[src/rtl/i2c_target_regs.sv]
// I2C target exposing a byte-wide register port with an auto-incrementing
// pointer; bus inputs are synchronised into osc_clk before any decoding.
module i2c_target_regs #(
   parameter logic [6:0] SLAVE_ADDR = 7'h1A
) (
   input  logic       osc_clk,
   input  logic       rst_n,
   input  logic       scl_in,
   input  logic       sda_in,
   output logic       sda_oe,
   output logic [7:0] reg_addr,
   output logic [7:0] reg_wdata,
   output logic       reg_wr,
   output logic       reg_rd,
   input  logic [7:0] reg_rdata,
   output logic       busy
);

   typedef enum logic [3:0] {
      IDLE, ADDR, ADDR_ACK, REG, REG_ACK,
      WDATA, WDATA_ACK, RDATA, RDATA_ACK, WAIT_STOP
   } state_t;

   state_t     state_q, ack_nxt;
   logic       scl_s1_q, scl_s2_q, scl_h_q;
   logic       sda_s1_q, sda_s2_q, sda_h_q;
   logic [3:0] cnt_q;
   logic [7:0] sh_q, tx_q;
   logic [7:0] reg_addr_q, reg_wdata_q;
   logic       rw_q, ack_on_q, pend_q, ld_q;
   logic       sda_oe_q, reg_wr_q, reg_rd_q, busy_q;
   logic       scl_rise, scl_fall, start_d, stop_d;
   logic [7:0] byte_d;

   assign scl_rise = scl_s2_q & ~scl_h_q;
   assign scl_fall = ~scl_s2_q & scl_h_q;
   assign start_d  = scl_s2_q & scl_h_q & sda_h_q & ~sda_s2_q;
   assign stop_d   = scl_s2_q & scl_h_q & ~sda_h_q & sda_s2_q;
   assign byte_d   = {sh_q[6:0], sda_s2_q};

   always_comb begin
      ack_nxt = WDATA;
      if (state_q == ADDR_ACK) ack_nxt = rw_q ? RDATA : REG;
   end

   always_ff @(posedge osc_clk or negedge rst_n) begin
      if (!rst_n) begin
         state_q     <= IDLE;
         scl_s1_q    <= 1'b1;
         scl_s2_q    <= 1'b1;
         scl_h_q     <= 1'b1;
         sda_s1_q    <= 1'b1;
         sda_s2_q    <= 1'b1;
         sda_h_q     <= 1'b1;
         cnt_q       <= 4'd0;
         sh_q        <= 8'h00;
         tx_q        <= 8'h00;
         reg_addr_q  <= 8'h00;
         reg_wdata_q <= 8'h00;
         rw_q        <= 1'b0;
         ack_on_q    <= 1'b0;
         pend_q      <= 1'b0;
         ld_q        <= 1'b0;
         sda_oe_q    <= 1'b0;
         reg_wr_q    <= 1'b0;
         reg_rd_q    <= 1'b0;
         busy_q      <= 1'b0;
      end else begin
         scl_s1_q <= scl_in;
         scl_s2_q <= scl_s1_q;
         scl_h_q  <= scl_s2_q;
         sda_s1_q <= sda_in;
         sda_s2_q <= sda_s1_q;
         sda_h_q  <= sda_s2_q;
         reg_wr_q <= 1'b0;
         reg_rd_q <= 1'b0;
         ld_q     <= reg_rd_q;
         if (ld_q) tx_q <= reg_rdata;
         if (reg_wr_q) reg_addr_q <= reg_addr_q + 8'd1;
         if (start_d) begin
            state_q  <= ADDR;
            cnt_q    <= 4'd0;
            sda_oe_q <= 1'b0;
            ack_on_q <= 1'b0;
            pend_q   <= 1'b0;
         end else if (stop_d) begin
            state_q  <= IDLE;
            sda_oe_q <= 1'b0;
            busy_q   <= 1'b0;
            ack_on_q <= 1'b0;
            pend_q   <= 1'b0;
         end else begin
            case (state_q)
               ADDR, REG, WDATA: if (scl_rise) begin
                  sh_q  <= byte_d;
                  cnt_q <= cnt_q + 4'd1;
                  if (cnt_q == 4'd7) begin
                     unique case (1'b1)
                        state_q == ADDR: begin
                           if (byte_d[7:1] == SLAVE_ADDR) begin
                              state_q <= ADDR_ACK;
                              busy_q  <= 1'b1;
                              rw_q    <= byte_d[0];
                           end else begin
                              state_q <= WAIT_STOP;
                              busy_q  <= 1'b0;
                           end
                        end
                        state_q == REG: begin
                           reg_addr_q <= byte_d;
                           state_q    <= REG_ACK;
                        end
                        default: begin
                           reg_wdata_q <= byte_d;
                           reg_wr_q    <= 1'b1;
                           state_q     <= WDATA_ACK;
                        end
                     endcase
                  end
               end
               ADDR_ACK, REG_ACK, WDATA_ACK: if (scl_fall) begin
                  if (!ack_on_q) begin
                     sda_oe_q <= 1'b1;
                     ack_on_q <= 1'b1;
                  end else begin
                     sda_oe_q <= 1'b0;
                     ack_on_q <= 1'b0;
                     cnt_q    <= 4'd0;
                     state_q  <= ack_nxt;
                     if (ack_nxt == RDATA) begin
                        reg_rd_q <= 1'b1;
                        pend_q   <= 1'b1;
                     end
                  end
               end
               // bit 7 goes out once the fetched byte is in and SCL is low
               RDATA: begin
                  if (pend_q) begin
                     if (!reg_rd_q && !ld_q && !scl_s2_q) begin
                        sda_oe_q <= ~tx_q[7];
                        pend_q   <= 1'b0;
                     end
                  end else if (scl_rise) begin
                     cnt_q <= cnt_q + 4'd1;
                  end else if (scl_fall) begin
                     if (cnt_q == 4'd8) begin
                        sda_oe_q <= 1'b0;
                        state_q  <= RDATA_ACK;
                     end else begin
                        sda_oe_q <= ~tx_q[6];
                        tx_q     <= {tx_q[6:0], 1'b0};
                     end
                  end
               end
               RDATA_ACK: if (scl_rise) begin
                  cnt_q <= 4'd0;
                  if (!sda_s2_q) begin
                     reg_addr_q <= reg_addr_q + 8'd1;
                     reg_rd_q   <= 1'b1;
                     pend_q     <= 1'b1;
                     state_q    <= RDATA;
                  end else begin
                     state_q <= WAIT_STOP;
                  end
               end
               default: ;
            endcase
         end
      end
   end

   assign sda_oe    = sda_oe_q;
   assign reg_addr  = reg_addr_q;
   assign reg_wdata = reg_wdata_q;
   assign reg_wr    = reg_wr_q;
   assign reg_rd    = reg_rd_q;
   assign busy      = busy_q;

endmodule

[config.mk]
export PLATFORM = sky130hd
export DESIGN_NAME = i2c_target_regs
export DESIGN_NICKNAME = d
export VERILOG_FILES = /design/src/rtl/i2c_target_regs.sv
export SDC_FILE = /design/constraint.sdc
export NUM_CORES = 1
export LEC_CHECK = 0
export BUFFER_PORTS_ARGS = -buffer_cell sky130_fd_sc_hd__buf_2
export CAP_MARGIN = 10
export CORE_ASPECT_RATIO = 0.7
export CORE_MARGIN = 2
export CORE_UTILIZATION = 45
export CTS_BUF_LIST = sky130_fd_sc_hd__clkbuf_4 sky130_fd_sc_hd__clkbuf_8 sky130_fd_sc_hd__clkbuf_16
export DETAILED_ROUTE_END_ITERATION = 12
export PLACE_DENSITY = 0.68
export SLEW_MARGIN = 25
export SYNTH_ARGS = -nofsm -noshare
export SYNTH_HDL_FRONTEND = slang
export SYNTH_SLANG_ARGS = --single-unit
[constraint.sdc]
create_clock -name osc_clk -period 2.6 [get_ports osc_clk]
set_input_delay 0.26 -clock osc_clk [delete_from_list [all_inputs] [get_ports osc_clk]]
set_output_delay 0.26 -clock osc_clk [all_outputs]
set_load 0.005 [all_outputs]
==> summary.md <==
| Metric | Value |
|---|---|
| Setup crit start kind | `flop` |
| Post-synth EDFFs | `0` |
| I/O Pins | `32` |
| Global-route usage over all layers | `0.1842` |
| Fin crit share | `0.8766` |
| DR top layer | `met4` |
| Post-DP HPWL | `around 4500 microns` |
| YS warnings | `0` |
| GR Overflow Total | `0` |
| Starting Density | `0.4675` |
| Placement Setup Slack | `a little under 0.4 ns` |
| Unrepaired setup endpoints after global routing | `false` |
| Worst setup path endpoint | `tx_q[5]` |
| Distinct cells, synth | `63` |
| Clk_lat worst skew | `about 0.31 ns` |
| Layout cell share with drive strength beyond 1 | `0.2492` |
| Critical path data arrival time | `2.46 ns` |
| Lkg Pwr | `1.416 nW` |
| Flop pwr share | `0.481` |
| Int Pwr | `approximately 0.0017 W` |
| Multi-input logic area | `around 1500 sq um` |
| Metal1 wirelength | `roughly 3200 microns` |
| Crit end category | `flop` |
| # setup viols final | `0` |
| Inserted Clock Buffers | `5` |
| Clock share of power | `0.178` |
| Net Sw Frac | `0.3838` |
| Nets | `331` |
| Finished Core Util | `0.5204` |
| Final Skew | `0.007728 ns` |
| Syn_nets | `roughly 300` |
| Crit Reg-Reg Startpoint | `state_q[0]` |
| Synth Area in XOR/XNOR | `0.02699` |
| Area grow syn2layout | `11.31%` |
| Reg clk slew, reported paths | `approximately 0.1 ns` |
| TritonRoute pass-1 iters | `4` |
| Compound-Gate Fraction of Synth Area | `0.1414` |
| Vias | `~2300` |
| Largest cells by area after synthesis | `dfrtp_1 40%, mux2_2 7.7%, dfstp_2 5.4%, mux2i_1 4.5%, nand2_1 3.9%` |
| Met2 wire len | `2577 microns` |
| Vias in the first global route | `roughly 2100` |
| Buffers inserted by post-CTS timing repair | `0` |
| Final antenna-violating net count | `0` |
| Post-Route Setup TNS | `0 ns` |
| R2R Path End | `tx_q[5]` |
| Final worst setup slack | `0.3208 ns` |
| Most frequent cells after synthesis | `47 x dfrtp_1, 30 x nand2_1, 23 x nor2_1, 20 x mux2_2, 16 x o21ai_0` |
| Ant. Diodes | `0` |
| Simple-gate portion of the synthesized area | `0.2069` |
| Worst Hold Class | `in2reg` |
| Register area | `1334 sq um` |
| Slew Viols, Final | `0` |
| Main combinational cell family by area after synthesis | `simple AND/OR/NAND/NOR gates` |
| Worst Path Required | `~2.8 ns` |
| Status | `complete, no violations` |
| Post-DP Area | `3144 sq um` |
| Tightest Pin Transition | `approximately 0.61 ns` |
| Clock Tree Buf Depth | `2` |
| Max Clock Freq | `438.7 MHz` |
| FP Rows | `24` |
| Final Instance Area | `roughly 3300 sq um` |
| R2R setup slack | `roughly 0.32 ns` |
| Die Y | `71.40 microns` |
| CTS sink count | `between 50 and 60` |
| Critical path cell sequence | `nand4b_1, or2_1, nor3b_4, o21ai_0` |
| Comb pwr share | `0.340` |
| GPL Wtd Cong | `0.8987` |
| WL/cell | `15.78 microns` |
| Input/output buffers | `31` |
| Max incr delay on CP | `around 0.74 ns` |
| Synth area leader | `dfrtp_1` |
| Die X | `100.3 microns` |
| Final hold vios | `0` |
| First-pass GRT wire length | `roughly 11000 microns` |
| Routed vias/inst | `5.770` |
| Fin crit period | `between 2 and 2.5 ns` |
| Syn avg cell area | `10.21 sq um` |
| DRT Wirelength | `6232 microns` |
| Sequential area share after synthesis | `0.4567` |
| Largest net degree at the start of global routing | `30` |
| Post-Synthesis Cells | `roughly 290` |
| Cell area power density | `between 800 and 900 nW/um^2` |
| Synthesized flop and latch total | `53` |
| Initial antenna violation count | `0` |
| FF-to-FF path depth | `4` |
| Setup crit start | `state_q[0]` |
| DR WL met3 | `slightly above 400 microns` |
| Filler cells | `roughly 580` |
| Full die area | `7160 sq um` |
| Synth Flop Type | `dfrtp_1` |
| Number of max-cap violations | `0` |
| Share of the synthesized area in the top cell type | `0.4027` |
| Total Power | `approximately 0.0028 W` |
| Critical Path Fanout Max | `19` |
| Slowest cell on the critical path | `dfrtp_1` |
| Psw | `about 0.0011 W` |
| Crit Path Category | `reg2reg` |
| DR iter-0 viols | `201` |
| Mapped Area | `2920 sq um` |
| CTS tree | `done` |
| Maximum vdd drop | `~0.00043 V` |
| Clock root cell | `clkbuf_8` |
| H-tree depth | `2` |
| Core Area | `between 6000 and 7000 sq um` |
| Area share of fa/ha/maj cells after synthesis | `0.01285` |
| Relative slew margins | `0.5959` |
| DR DRC count | `0` |
| Ys async rst share | `1.000` |
| Count leader, synth | `dfrtp_1` |
| Post-synthesis mux area share | `0.1217` |
placed cells by master, fill, tap and decap left out, types with 2 or more instances in the layout:
cell type  instances
nor4bb_1           2
buf_4              3
dfrtp_1           47
mux2_2            20
clkbuf_8           6
dfstp_2            6
xor2_1             5
o31a_1             2
inv_1              7
nand3_1            5
nor3b_1            5
nor2_1            23
ha_1               3
a31oi_1            3
buf_2             31
nor2b_1            2
o221ai_1           2
nand2b_1           6
and3_1             2
o22ai_1            6
xnor2_1            4
nor3_1             8
a21oi_1           10
nand3b_1           3
nand4b_1           2
a211oi_1           4
o21ai_0           16
a22oi_1            6
nand2_1           30
mux2i_1           13
cells by family (layout without fill, tap and decap cells):
logic type      after synthesis  after routing
compound gates               62             62
xor+xnor                      9              9
fa+ha+maj                     3              3
buf+inv                      20             51
flops                        53             53
mux                          33             33
simple gates                106            106
per-stage QoR:
step                      instances  hold slack [ns]
after CTS                       395          0.03990
after floorplan                 286         -0.03559
after global placement          386           0.2801
after detailed placement        386           0.2848
after global routing            395          0.02568
final                           395          0.04036
sequential cells by signal (all words and copies together) (netlist names), 4 cells and up:
name / count
state_q: 4
reg_addr: 8
cnt_q: 4
reg_wdata: 8
sh_q: 7
tx_q: 8
worst min-delay path by stage:
stage | slack [ns] | cells after the start | to | start
after floorplan | -0.04 | 0 | ack_on_q | rst_n
after global placement | 0.28 | 1 | reg_wdata[5] | rst_n
after detailed placement | 0.28 | 1 | reg_wdata[5] | rst_n
after CTS | 0.04 | 1 | scl_s1_q | scl_in
after global routing | 0.03 | 1 | scl_s1_q | scl_in
final | 0.04 | 1 | sda_s1_q | sda_in
power by group through the flow:
stage          Sequential [W]  Combinational [W]  Clock [W]
2_1_floorplan         0.00120           0.000854          0
3_3_place_gp          0.00135           0.000927          0
3_5_place_dp          0.00136           0.000941          0
4_1_cts               0.00135           0.000947   0.000511
5_1_grt               0.00140            0.00106   0.000546
6_report              0.00135           0.000956   0.000501
final cells by class:
class                   instances  share of cell area
repair buffers                 36             0.06390
multi-input cells             213              0.4580
flip-flops and latches         53              0.4103
clock buffers                   6             0.02540
well taps                      78             0.03002
clock inverters                 2            0.004234
inverters                       7            0.008083
routing by layer:
layer	GRT usage	up-vias
met3	0.04976	2
li1	-	1103
met4	0.02740	0
met5	0	-
met1	0.2967	1104
met2	0.2506	70
critical path: cells and delay by family (launching register included):
family,cells,cell delay [ns]
AO/OA/AOI/OAI,1,0.18
AND/OR/NAND/NOR,3,1.22
flip-flops,1,0.74
timing repair:
item | CTS | global route
hold endpoints to repair | 18 | 0
hold buffers | 1 | 0
resized for setup | 0 | 0
Note: power is estimated with default switching activity, not from simulation.
